<file path="src/rtl/soc_pkg.sv">
// Shared SoC definitions for the peripheral bridge: bridge states, funct3 size/sign
// encodings, default peripheral window indices and access-legality helpers.
package soc_pkg;

  localparam logic [1:0] ST_IDLE   = 2'd0;
  localparam logic [1:0] ST_ACCESS = 2'd1;
  localparam logic [1:0] ST_RESP   = 2'd2;

  typedef enum logic [2:0] {
    FLAG_B  = 3'b000,
    FLAG_H  = 3'b001,
    FLAG_W  = 3'b010,
    FLAG_BU = 3'b100,
    FLAG_HU = 3'b101
  } mem_flag_e;

  localparam int unsigned WIN_UART  = 0;
  localparam int unsigned WIN_GPIO  = 1;
  localparam int unsigned WIN_TIMER = 2;
  localparam int unsigned WIN_PWM   = 3;

  function automatic logic flag_reserved(input logic [2:0] flag);
    logic res;
    case (flag)
      FLAG_B, FLAG_H, FLAG_W, FLAG_BU, FLAG_HU: res = 1'b0;
      default:                                  res = 1'b1;
    endcase
    return res;
  endfunction

  function automatic logic is_misaligned(input logic [2:0] flag, input logic [1:0] addr_lo);
    logic res;
    case (flag)
      FLAG_H, FLAG_HU: res = addr_lo[0];
      FLAG_W:          res = (addr_lo != 2'b00);
      default:         res = 1'b0;
    endcase
    return res;
  endfunction

endpackage

</file>
<file path="src/rtl/periph_lane_align.sv">
// Combinational byte-lane helper: store data steering and byte enables, plus load
// byte/half extraction with sign or zero extension. Shared with mem_ctl.
module periph_lane_align
  import soc_pkg::*;
(
  input  logic [2:0]  flag,
  input  logic [1:0]  addr_lo,
  input  logic [31:0] wdata,
  input  logic [31:0] rdata,
  output logic [3:0]  be,
  output logic [31:0] wdata_lane,
  output logic [31:0] rdata_ext
);

  logic [15:0] shifted_s;

  // Steer store data onto lanes and pull the addressed load lane down to bit 0
  always_comb begin
    be         = 4'b0000;
    wdata_lane = 32'h0000_0000;
    rdata_ext  = 32'h0000_0000;
    shifted_s  = 16'(rdata >> {addr_lo, 3'b000});
    case (flag)
      FLAG_B: begin
        be         = 4'b0001 << addr_lo;
        wdata_lane = {4{wdata[7:0]}};
        rdata_ext  = {{24{shifted_s[7]}}, shifted_s[7:0]};
      end
      FLAG_BU: begin
        be         = 4'b0001 << addr_lo;
        wdata_lane = {4{wdata[7:0]}};
        rdata_ext  = {24'h00_0000, shifted_s[7:0]};
      end
      FLAG_H: begin
        be         = 4'b0011 << addr_lo;
        wdata_lane = {2{wdata[15:0]}};
        rdata_ext  = {{16{shifted_s[15]}}, shifted_s[15:0]};
      end
      FLAG_HU: begin
        be         = 4'b0011 << addr_lo;
        wdata_lane = {2{wdata[15:0]}};
        rdata_ext  = {16'h0000, shifted_s[15:0]};
      end
      FLAG_W: begin
        be         = 4'b1111;
        wdata_lane = wdata;
        rdata_ext  = rdata;
      end
      default: begin
        be         = 4'b0000;
        wdata_lane = 32'h0000_0000;
        rdata_ext  = 32'h0000_0000;
      end
    endcase
  end

endmodule

</file>
<file path="src/rtl/periph_bridge.sv">
// Core data port to NUM_SLAVES memory-mapped peripherals: registered decode, ready
// handshake, lane steering and error responses. Define PERIPH_BRIDGE_TIMEOUT_EN for hung-slave abort.
module periph_bridge
  import soc_pkg::*;
#(
  parameter int unsigned NUM_SLAVES     = 4,
  parameter logic [31:0] BASE_ADDR      = 32'h4000_0000,
  parameter int unsigned REGION_BITS    = 16,
  parameter int unsigned WINDOW_BITS    = 12,
  parameter int unsigned TIMEOUT_CYCLES = 255
) (
  input  logic                     clk,
  input  logic                     rst_n,
  input  logic [31:0]              mem_addr,
  input  logic [31:0]              mem_wdata,
  input  logic [2:0]               mem_flag,
  input  logic                     mem_we,
  input  logic                     mem_re,
  output logic [31:0]              mem_rdata,
  output logic                     mem_ready,
  output logic                     mem_error,
  output logic [NUM_SLAVES-1:0]    s_sel,
  output logic [WINDOW_BITS-1:0]   s_addr,
  output logic [31:0]              s_wdata,
  output logic [3:0]               s_be,
  output logic                     s_we,
  output logic                     s_re,
  input  logic [32*NUM_SLAVES-1:0] s_rdata,
  input  logic [NUM_SLAVES-1:0]    s_ready
);

  logic [1:0]             state_r;
  logic [2:0]             flag_r;
  logic [1:0]             addr_lo_r;
  logic                   mem_ready_r, mem_error_r;
  logic [31:0]            mem_rdata_r;
  logic [NUM_SLAVES-1:0]  s_sel_r;
  logic [WINDOW_BITS-1:0] s_addr_r;
  logic [31:0]            s_wdata_r;
  logic [3:0]             s_be_r;
  logic                   s_we_r, s_re_r;

  logic                   in_region_s, req_s, dec_err_s, slave_done_s, timeout_s;
  logic [3:0]             idx_s;
  logic [NUM_SLAVES-1:0]  sel_nxt_s;
  logic [2:0]             al_flag_s;
  logic [1:0]             al_lo_s;
  logic [3:0]             al_be_s;
  logic [31:0]            al_wdata_s, al_rdata_s, lane_rdata_s;

  assign idx_s = mem_addr[WINDOW_BITS +: 4];

  // Decode the incoming request and pick the selected slave's ready and read data
  always_comb begin
    in_region_s  = (mem_addr[31:REGION_BITS] == BASE_ADDR[31:REGION_BITS]);
    req_s        = (mem_we | mem_re) & in_region_s;
    dec_err_s    = ({1'b0, idx_s} >= 5'(NUM_SLAVES)) | flag_reserved(mem_flag)
                 | is_misaligned(mem_flag, mem_addr[1:0]);
    slave_done_s = |(s_ready & s_sel_r);
    sel_nxt_s    = {NUM_SLAVES{1'b0}};
    lane_rdata_s = 32'h0000_0000;
    for (int i = 0; i < int'(NUM_SLAVES); i++) begin
      sel_nxt_s[i] = (idx_s == 4'(i));
      lane_rdata_s = lane_rdata_s | (s_rdata[32*i +: 32] & {32{s_sel_r[i]}});
    end
    // The lane helper steers stores while idle and extracts loads while accessing
    if (state_r == ST_IDLE) begin
      al_flag_s = mem_flag;
      al_lo_s   = mem_addr[1:0];
    end else begin
      al_flag_s = flag_r;
      al_lo_s   = addr_lo_r;
    end
  end

  periph_lane_align u_align (
    .flag       (al_flag_s),
    .addr_lo    (al_lo_s),
    .wdata      (mem_wdata),
    .rdata      (lane_rdata_s),
    .be         (al_be_s),
    .wdata_lane (al_wdata_s),
    .rdata_ext  (al_rdata_s)
  );

`ifdef PERIPH_BRIDGE_TIMEOUT_EN
  localparam int unsigned CNT_W = $clog2(TIMEOUT_CYCLES + 2);
  logic [CNT_W-1:0] wait_cnt_r;

  assign timeout_s = (wait_cnt_r == CNT_W'(TIMEOUT_CYCLES)) & ~slave_done_s;

  // Count ACCESS cycles spent waiting on the selected slave
  always_ff @(posedge clk or negedge rst_n) begin
    if (!rst_n) begin
      wait_cnt_r <= {CNT_W{1'b0}};
    end else if (state_r != ST_ACCESS) begin
      wait_cnt_r <= {CNT_W{1'b0}};
    end else if (!slave_done_s && !timeout_s) begin
      wait_cnt_r <= wait_cnt_r + CNT_W'(1);
    end else begin
      wait_cnt_r <= wait_cnt_r;
    end
  end
`else
  assign timeout_s = 1'b0;
`endif

  // Bridge sequencer: accept or reject in IDLE, wait for the slave, then pulse the response
  always_ff @(posedge clk or negedge rst_n) begin
    if (!rst_n) begin
      state_r     <= ST_IDLE;
      flag_r      <= 3'b000;
      addr_lo_r   <= 2'b00;
      mem_ready_r <= 1'b0;
      mem_error_r <= 1'b0;
      mem_rdata_r <= 32'h0000_0000;
      s_sel_r     <= {NUM_SLAVES{1'b0}};
      s_addr_r    <= {WINDOW_BITS{1'b0}};
      s_wdata_r   <= 32'h0000_0000;
      s_be_r      <= 4'b0000;
      s_we_r      <= 1'b0;
      s_re_r      <= 1'b0;
    end else begin
      case (state_r)
        ST_IDLE: begin
          mem_ready_r <= 1'b0;
          mem_error_r <= 1'b0;
          mem_rdata_r <= 32'h0000_0000;
          if (req_s) begin
            flag_r    <= mem_flag;
            addr_lo_r <= mem_addr[1:0];
            if (dec_err_s) begin
              state_r     <= ST_RESP;
              mem_ready_r <= 1'b1;
              mem_error_r <= 1'b1;
            end else begin
              state_r   <= ST_ACCESS;
              s_sel_r   <= sel_nxt_s;
              s_addr_r  <= {mem_addr[WINDOW_BITS-1:2], 2'b00};
              s_wdata_r <= mem_we ? al_wdata_s : 32'h0000_0000;
              s_be_r    <= al_be_s;
              s_we_r    <= mem_we;
              s_re_r    <= ~mem_we;
            end
          end
        end
        ST_ACCESS: begin
          if (slave_done_s || timeout_s) begin
            state_r     <= ST_RESP;
            mem_ready_r <= 1'b1;
            mem_error_r <= ~slave_done_s;
            mem_rdata_r <= (slave_done_s && !s_we_r) ? al_rdata_s : 32'h0000_0000;
            s_sel_r     <= {NUM_SLAVES{1'b0}};
            s_be_r      <= 4'b0000;
            s_we_r      <= 1'b0;
            s_re_r      <= 1'b0;
          end
        end
        ST_RESP: begin
          state_r     <= ST_IDLE;
          mem_ready_r <= 1'b0;
          mem_error_r <= 1'b0;
          mem_rdata_r <= 32'h0000_0000;
        end
        default: begin
          state_r     <= ST_IDLE;
          mem_ready_r <= 1'b0;
          mem_error_r <= 1'b0;
          s_sel_r     <= {NUM_SLAVES{1'b0}};
          s_we_r      <= 1'b0;
          s_re_r      <= 1'b0;
        end
      endcase
    end
  end

  assign mem_ready = mem_ready_r;
  assign mem_error = mem_error_r;
  assign mem_rdata = mem_rdata_r;
  assign s_sel     = s_sel_r;
  assign s_addr    = s_addr_r;
  assign s_wdata   = s_wdata_r;
  assign s_be      = s_be_r;
  assign s_we      = s_we_r;
  assign s_re      = s_re_r;

endmodule

</file>
<file path="config.mk">
export PLATFORM = sky130hd
export DESIGN_NAME = periph_bridge
export DESIGN_NICKNAME = d
export VERILOG_FILES = /design/src/rtl/soc_pkg.sv /design/src/rtl/periph_lane_align.sv /design/src/rtl/periph_bridge.sv
export SDC_FILE = /design/constraint.sdc
export NUM_CORES = 1
export LEC_CHECK = 0
export ABC_AREA = 1
export BUFFER_PORTS_ARGS = -buffer_cell sky130_fd_sc_hd__buf_2
export CORE_MARGIN = 2
export CORE_UTILIZATION = 40
export DETAILED_ROUTE_END_ITERATION = 10
export PLACE_DENSITY = 0.77
export SETUP_SLACK_MARGIN = 0.15
export SYNTH_ARGS = -nofsm -noshare
export SYNTH_HDL_FRONTEND = slang
export SYNTH_SLANG_ARGS = --single-unit
</file>
<file path="constraint.sdc">
create_clock -name clk -period 2.4 [get_ports clk]
set_clock_uncertainty 0.15 [all_clocks]
set_input_delay 0 -clock clk [delete_from_list [all_inputs] [get_ports clk]]
set_output_delay 0 -clock clk [all_outputs]
set_load 0.02 [all_outputs]
</file>
==> results.toml, run 1 <==
[status]
failed_checks = "negative hold slack"
outcome = "finished with violations"

[route]
ant_nets = 0
route.vias.total = 7727
dr.first_iter.drc_count = 657
routed_wl_mm = 22.7
vias_per_cell = 5.02
drtPass1Iterations = 7
drc = 0
avgRoutedWirePerCell_um = 14.7

[floorplan]
fp.dieH_um = 127
rows = 45
initial_core_util_pct = 40.6
io_pins = 291
core_um2 = 15000
die_area_um2 = 16300
die_x_um = 127

[global_route]
grt_pass1_wl_mm = 35.3
grt_pass1_vias = 7245
gr-total-overflow = 0
antenna_found_initial = 0
grt_start_max_net_pins = 45
grt_usage_pct = 27.1

[logic_synthesis]
synth_cell_types = 30
syn_area_um2 = 6100
ys_seq_area_share_pct = 38.2
synthTopCellsByArea = "dfrtp_1, nand2_1, nand3_1"
syn_inst = 980
ys_ff_latch = 93
yosys.area.top_type = "dfrtp_1"
synth_top_area_share_pct = 38.2
yosys_warnings = 0
syn_area_per_cell_um2 = 6.22

[layout]
layout.cells.non_filler = 1540
multi_input_area_um2 = 3320
area_growth_pct = 47.1
final_layout_size_suffix_gt1_share_pct = 26.0
final_nets = 1550
antenna_cells = 0
final_cell_mix = "nand2_1, buf_2, dlygate4sd3_1"
seqCellArea_um2 = 2330
layout_commonest_cell = "nand2_1"
fillCellCount = 1401
final_util_pct = 59.7

[critical_path]
arrival_ns = 2.21
reg2reg_slack_ns = 0.27
r2r_start = "s_sel[1]"
critPathSlowestCell = "dlygate4sd3_1"
path_buf_inv = 2
r2r_cells = 8
path_class = "flip-flop to flip-flop"
startpoint_type = "flip-flop"
path_max_fanout = 27
end_kind = "flip-flop"
crit_cells = 8
worstSetupStartpoint = "s_sel[1]"
cpPeakStageDelay_ns = 0.56
crit_chain = "buf_6, nand2_1, nand2_1, dlygate4sd3_1, o21ai_1, nand3_1, nand2_1, nand2_1"
cpMostUsedCell = "nand2_1"
required_ns = 2.48
cp_top_family = "buffers and inverters"
critPathCapture = "mem_rdata[22]"
timing.rr.end = "mem_rdata[22]"

[power_and_ir_drop]
finalPower_mw = 3.55
vdd_drop_max_v = 0.000346
internal-power_mw = 2.67
sequentialPowerShare_pct = 44.1
switchingPower_mw = 0.878
swShare_pct = 24.7
p_per_area_nw_per_um2 = 396
leakagePower_nw = 5.45
power.clock.fraction_pct = 41.6
comb_power_share_pct = 14.2

[timing]
fmax_mhz = 469
min_period_ns = 2.13
tightestPinTransition_ns = 0.579
fin_tns_setup_ns = 0
drv_slew = 0
setup_viol = 0
slew_headroom_pct = 61.4
rsz0062_at_grt = "no"
post-route-period-util_pct = 88.8
hold_viol = 1
holdWs_ns = -0.000522

[placement]
dp_cells = 1424
io_buffers = 288
dp_hpwl_mm = 15.8
place_congestion = 0.922

[run]
drv_cap = 0

[clocking]
cts_buffers = 9
cts_max_level = 3
clk_latency_ns = 0.34
cts_tree = "yes"
clock-sinks = 93
clockRootBuffer = "clkbuf_16"
clock_path_buffers = 2
path_clk_slew_ns = 0.07

[min_path]
hold_path_class = "input port to flip-flop"
-- power groups by stage --
stage | Clock, mW | Sequential [mW] | Combinational (mW)
final | 1.48 | 1.57 | 0.506
after global routing | 1.58 | 1.57 | 0.556
after CTS | 1.51 | 1.57 | 0.495
after detailed placement | 0 | 1.60 | 0.390
after global placement | 0 | 1.60 | 0.386
after floorplan | 0 | 1.60 | 0.155
-- registers in the layout (all words and copies together) (netlist names) --
name       flops
s_be           4
mem_rdata     32
s_we           1
s_addr        10
s_wdata       32
addr_lo_r      2
state_r        2
mem_ready      1
s_re           1
s_sel          4
mem_error      1
flag_r         3
-- how the worst min path moves through the flow --
stage,from,end,slack (ns),cells past startpoint
detailed placement,rst_n,mem_rdata[0],-0.12,1
floorplan,rst_n,addr_lo_r[0],-0.45,0
global route,s_rdata[81],mem_rdata[17],0.03,7
finish,s_rdata[81],mem_rdata[17],-0.0005,7
global placement,rst_n,mem_rdata[0],-0.12,1
CTS,s_rdata[88],mem_rdata[24],0.0004,7
-- routing by layer --
metal	part of all wire [%]	GRT usage, %
met5	0	0
met4	4.1	12.3
met2	47	44.9
met1	42	35.5
met3	6.7	3.73
-- timing repair --
action	4_1_cts	5_1_grt
gates resized for setup	1	8
buffers inserted	0	1
endpoints found under the setup margin	24	59
pin swaps	0	1
endpoints found under the hold margin	112	0
hold buffers	98	0
cloned	0	1
-- stage by stage --
step | setup WS [ns] | cell area, µm²
6_report | 0.270 | 8970
5_1_grt | 0.148 | 8970
4_1_cts | 0.202 | 8930
3_5_place_dp | 0.100 | 7630
3_3_place_gp | 0.186 | 7630
2_1_floorplan | 0.588 | 6100
-- worst min-delay path, cell delays in order --
cell     delay, ns
buf_2         0.08
nand2_1       0.04
nand2_1       0.08
o21ai_0       0.09
nand3_1       0.08
nand2_1       0.05
nand2_1       0.05
-- Yosys cell counts --
library cell  number
buf_1              1
buf_2             21
o21ai_1           13
clkbuf_1          12
buf_4             12
nor3_4             1
nor2_4             1
nor2_8             1
nand2_4            3
nand2_1          590
o21a_4             1
nand2_2            5
nor2_1            38
inv_1             44
o21ai_0           45
clkinv_2           1
nand3_1           55
o21ai_4            1
buf_6              5
inv_2              4
conb_1             1
a21oi_1            2
nand3_4            1
dfrtp_1           93
a21oi_2            1
nand3_2            1
nor3_1             2
nor3_2             1
nor2_2             3
nand4_1           21
-- layout make-up --
| cell class | count | share of cell area (%) |
|---|---|---|
| multi-input combinational | 789 | 37.0 |
| timing repair buffer | 405 | 28.9 |
| sequential | 93 | 25.9 |
| clock buffer | 10 | 2.66 |
| tap | 188 | 2.62 |
| inverter | 49 | 2.08 |
| clock inverter | 6 | 0.781 |
-- cell families after synthesis --
| group | share of synthesized area, % |
|---|---|
| AO/OA/AOI/OAI | 5.58 |
| other | 0.0615 |
| AND/OR/NAND/NOR | 48.2 |
| buffers and inverters | 7.96 |
| flip-flops | 38.2 |
Power figures use the tool's default switching activity.
==> inputs of run 2 (changes only) <==
--- a/config.mk
+++ b/config.mk
@@ -10,7 +10,7 @@
 export CORE_MARGIN = 2
 export CORE_UTILIZATION = 40
 export DETAILED_ROUTE_END_ITERATION = 10
-export PLACE_DENSITY = 0.77
+export PLACE_DENSITY = 0.79
 export SETUP_SLACK_MARGIN = 0.15
 export SYNTH_ARGS = -nofsm -noshare
 export SYNTH_HDL_FRONTEND = slang
==> constraint.sdc (replaced) <==
create_clock -name clk -period 1.9 [get_ports clk]
set_clock_uncertainty 0.15 [all_clocks]
set_input_delay 0 -clock clk [delete_from_list [all_inputs] [get_ports clk]]
set_output_delay 0 -clock clk [all_outputs]
set_load 0.02 [all_outputs]
==> results.toml, run 2 (synthesis results as in run 1) <==
[status]
outcome = "finished with violations"
failed_checks = "negative setup slack"

[critical_path]
arrival_ns = 2.08
crit_chain = "inv_2, nand2_4, buf_6, nand2_2, nand2_4, nand3_4, nand3_4, buf_12, clkbuf_16, nand3_1, nand2_1, nand2_1"
required_ns = 1.99
path_class = "flip-flop to flip-flop"
r2r_start = "state_r[1]"
critPathSlowestCell = "dfrtp_2"
r2r_cells = 12
startpoint_type = "flip-flop"
worstSetupStartpoint = "state_r[1]"
timing.rr.end = "mem_rdata[9]"
reg2reg_slack_ns = -0.09
end_kind = "flip-flop"
critPathCapture = "mem_rdata[9]"
path_max_fanout = 8
cpPeakStageDelay_ns = 0.46

[timing]
hold_viol = 0
fin_tns_setup_ns = -1.45
min_period_ns = 1.99
drv_slew = 0
setup_viol = 34
fmax_mhz = 503
finalWorstSetupSlack_ns = -0.0868
holdWs_ns = 0.0208
rsz0062_at_grt = "yes"
post-route-period-util_pct = 105

[floorplan]
initial_core_util_pct = 40.6
io_pins = 291
die_area_um2 = 16300
core_um2 = 15000
rows = 45
fp.dieH_um = 127
die_x_um = 127

[clocking]
clockRootBuffer = "clkbuf_16"
path_clk_slew_ns = 0.07
clk_latency_ns = 0.35
cts_tree = "yes"
clock_path_buffers = 2
clock-sinks = 93
cts_max_level = 3
cts_buffers = 9

[power_and_ir_drop]
vdd_drop_max_v = 0.000488
comb_power_share_pct = 18.0
finalPower_mw = 4.66
p_per_area_nw_per_um2 = 452
sequentialPowerShare_pct = 42.4
switchingPower_mw = 1.22
internal-power_mw = 3.44
swShare_pct = 26.3
power.clock.fraction_pct = 39.5
leakagePower_nw = 6.17

[route]
drc = 0
route.vias.total = 8567
vias_per_cell = 5.35
drtPass1Iterations = 8
avgRoutedWirePerCell_um = 16.8
dr.first_iter.drc_count = 849
routed_wl_mm = 26.9
ant_nets = 0

[layout]
layout_commonest_cell = "nand2_1"
area_growth_pct = 68.9
multi_input_area_um2 = 3900
layout.cells.non_filler = 1601
final_layout_size_suffix_gt1_share_pct = 37.0
fin_area_um2 = 10300
seqCellArea_um2 = 2330
final_nets = 1611
final_cell_mix = "nand2_1, buf_2, dlygate4sd3_1"
fillCellCount = 1107

[run]
drv_cap = 0

[placement]
io_buffers = 288
dp_hpwl_mm = 16.0
placed_cell_area_um2 = 7960
dp_cells = 1447
place_congestion = 0.923

[global_route]
grt_usage_pct = 30.2
grt_pass1_wl_mm = 39.2
grt_start_max_net_pins = 44
gr-total-overflow = 0
grt_pass1_vias = 7895
antenna_found_initial = 1

[min_path]
whs_path_depth = 7
hold_path_class = "input port to flip-flop"
[run 2: changes by cell type in the layout (fill, tap and decap cells not counted), moves of 20 or more]
cell / before / now
nand2_4: 3 / 28
nand2_1: 590 / 513
nand2_2: 5 / 57
buf_4: 15 / 43
nand3_1: 55 / 35
[run 2: per-stage QoR]
| step | worst slack, ns | utilization (%) |
|---|---|---|
| floorplan | 0.163 | - |
| global placement | -0.0522 | 52.9 |
| detailed placement | -0.0820 | 52.9 |
| CTS | 0.0437 | 64.9 |
| global route | -0.170 | 68.5 |
| finish | -0.0868 | 68.5 |
[run 2: worst min-delay path by stage]
stage | start | endpoint | slack [ns]
6_report | s_rdata[82] | mem_rdata[18] | 0.02
5_1_grt | s_rdata[17] | mem_rdata[17] | 0.04
4_1_cts | s_rdata[118] | mem_rdata[22] | 0.003
3_5_place_dp | rst_n | s_wdata[6] | -0.15
3_3_place_gp | rst_n | s_wdata[6] | -0.15
2_1_floorplan | rst_n | addr_lo_r[0] | -0.45
[run 2: routing by layer]
metal,track usage (%),vias to the layer above,part of all wire (%)
met5,0,-,0
met4,13.9,0,5.8
met3,4.82,167,9.7
met2,50.7,660,48
met1,38.2,3834,37
li1,-,3906,-
[run 2: final cells by class]
| type | instances | share of cell area (%) |
|---|---|---|
| multi-input cells | 794 | 37.8 |
| repair buffers | 461 | 32.5 |
| flip-flops and latches | 93 | 22.7 |
| well taps | 188 | 2.28 |
| clock buffers | 10 | 2.22 |
| inverters | 49 | 1.91 |
| clock inverters | 5 | 0.583 |
| diodes | 1 | 0.0243 |
[run 2: repair_timing]
action	CTS	global route
hold buffers	96	0
endpoints found under the setup margin	66	74
setup buffers	17	13
cloned	7	5
gates resized for setup	78	104
pin swaps	20	47
endpoints found under the hold margin	163	0
[run 2: worst max-delay path: cells and delay by family (launching register included)]
kind | cells | cell delay [ns]
flip-flops | 1 | 0.46
AND/OR/NAND/NOR | 8 | 0.80
buffers and inverters | 4 | 0.46
[run 2: power groups by stage]
stage | registers [mW] | clock network, mW | logic (mW)
floorplan | 2.02 | 0 | 0.195
global placement | 2.02 | 0 | 0.529
detailed placement | 2.02 | 0 | 0.535
CTS | 1.98 | 1.85 | 0.750
global route | 1.98 | 1.95 | 0.903
finish | 1.98 | 1.84 | 0.841
==> inputs of run 3 (changes only) <==
--- a/config.mk
+++ b/config.mk
@@ -11,7 +11,7 @@
 export CORE_UTILIZATION = 40
 export DETAILED_ROUTE_END_ITERATION = 10
 export PLACE_DENSITY = 0.79
-export SETUP_SLACK_MARGIN = 0.15
+export SETUP_SLACK_MARGIN = 0.02
 export SYNTH_ARGS = -nofsm -noshare
 export SYNTH_HDL_FRONTEND = slang
 export SYNTH_SLANG_ARGS = --single-unit
==> results.toml, run 3 (synthesis results as in run 1) <==
[critical_path]
path_buf_inv = 2
path_class = "flip-flop to flip-flop"
cpMostUsedCell = "nand2_1"
cpPeakStageDelay_ns = 0.45
cp_top_family = "simple AND/OR/NAND/NOR gates"
path_max_fanout = 7
crit_chain = "nor2_4, buf_12, nand2_1, nand2_1, buf_4, nand3_1, nand2_2, nand3_1, nand3_1, nand2_1, nand2_1"
startpoint_type = "flip-flop"
arrival_ns = 2.06
worstSetupStartpoint = "state_r[1]"
critPathSlowestCell = "dfrtp_2"
required_ns = 2.03
end_kind = "flip-flop"
r2r_start = "state_r[1]"

[placement]
dp_hpwl_mm = 16.1
placed_cell_area_um2 = 7920
place_congestion = 0.904
io_buffers = 288
dp_cells = 1446

[clocking]
clock-sinks = 93
clock_path_buffers = 2
path_clk_slew_ns = 0.07
clk_latency_ns = 0.34
cts_buffers = 9
clockRootBuffer = "clkbuf_16"
cts_max_level = 3
cts_tree = "yes"

[power_and_ir_drop]
vdd_drop_max_v = 0.000435
finalPower_mw = 4.45
p_per_area_nw_per_um2 = 456
leakagePower_nw = 5.74

[route]
routed_wl_mm = 24.5
route.vias.total = 8140
vias_per_cell = 5.15
drtPass1Iterations = 8
dr.first_iter.drc_count = 655
drc = 0
ant_nets = 0
avgRoutedWirePerCell_um = 15.5

[floorplan]
io_pins = 291
core_um2 = 15000
die_area_um2 = 16300
fp.dieH_um = 127
rows = 45
initial_core_util_pct = 40.6
die_x_um = 127

[status]
failed_checks = "negative setup slack"
outcome = "finished with violations"

[global_route]
gr-total-overflow = 0
grt_usage_pct = 28.0
antenna_found_initial = 0
grt_pass1_vias = 7458
grt_pass1_wl_mm = 36.3
grt_start_max_net_pins = 44

[timing]
fmax_mhz = 517
drv_slew = 0
hold_viol = 0
rsz0062_at_grt = "yes"
tightestPinTransition_ns = 0.549
setup_viol = 1
fin_tns_setup_ns = -0.0327
post-route-period-util_pct = 102
finalWorstSetupSlack_ns = -0.0327
min_period_ns = 1.93
slew_headroom_pct = 63.4

[layout]
final_cell_mix = "nand2_1, buf_2, dlygate4sd3_1"
layout_commonest_cell = "nand2_1"
layout.cells.non_filler = 1581
final_layout_size_suffix_gt1_share_pct = 30.6
final_util_pct = 64.8
fin_area_um2 = 9740
area_growth_pct = 59.8
final_nets = 1592
antenna_cells = 0

[run]
drv_cap = 0

[min_path]
min_from = "s_rdata[70]"
hold_path_class = "input port to flip-flop"
run 3: cell count changes in the layout (fill, tap and decap cells not counted), moves of 5 or more:
| cell | delta |
|---|---|
| nand3_2 | -9 |
| dlygate4sd3_1 | +6 |
| buf_4 | -16 |
| buf_12 | -5 |
| nand2_2 | -42 |
| nand2_4 | -20 |
| nand2_1 | +61 |
| nor2_2 | +6 |
| nand3_1 | +9 |
run 3: worst min-delay path, cell delays in order:
cell and delay, ns:
buf_2 0.07, nand2_1 0.05, nand2_1 0.09, o21ai_0 0.08, nand2_1 0.07, nand2_1 0.04
nand2_1 0.06
run 3: through the flow:
stage	hold slack (ns)	setup WS (ns)
global placement	-0.124	0.0191
detailed placement	-0.121	-0.0378
CTS	0.00118	0.00545
floorplan	-0.446	0.0876
finish	0.00196	-0.0327
global route	0.0522	-0.112
run 3: final timing paths:
| path | endpoint | slack [ns] | cells past startpoint |
|---|---|---|---|
| min in group asynchronous | s_wdata[22] | 0.07 | 2 |
| max in group asynchronous | mem_rdata[14] | 0.82 | 3 |
| worst max-delay path | mem_rdata[11] | -0.03 | 11 |
| worst min-delay path | mem_rdata[6] | 0.002 | 7 |
| worst max register to register | mem_rdata[11] | -0.03 | 11 |
| worst min register to register | s_addr[9] | 0.32 | 2 |
run 3: what timing repair did:
item | in CTS | in global routing
gates cloned | 1 | 6
gates resized for setup | 8 | 76
setup buffers | 0 | 11
setup endpoints to repair | 45 | 72
hold endpoints to repair | 143 | 0
pin swaps | 2 | 16
hold buffers | 104 | 0
run 3: layout make-up:
class	count	area (µm²)
Fill cell	1239	5290
Clock inverter	3	22.5
Timing Repair Buffer	445	3150
Multi-Input combinational cell	791	3560
Tap cell	188	235
Inverter	49	196
Sequential cell	93	2330
Clock buffer	12	246
run 3: metal layers:
| layer | track usage [%] | up-vias | routed length [µm] | share of wire [%] |
|---|---|---|---|---|
| met4 | 14.5 | 0 | 1140 | 4.7 |
| met3 | 3.52 | 111 | 1970 | 8.1 |
| met1 | 35.5 | 3680 | 9660 | 39 |
| li1 | - | 3855 | - | - |
| met5 | 0 | - | 0 | 0 |
| met2 | 46.9 | 494 | 11700 | 48 |
run 3: power breakdown:
| group | switching (mW) | internal [mW] | leakage, nW |
|---|---|---|---|
| combinational | 0.364 | 0.418 | 4.34 |
| clock | 0.765 | 0.920 | 0.133 |
| sequential | 0.000134 | 1.98 | 1.27 |
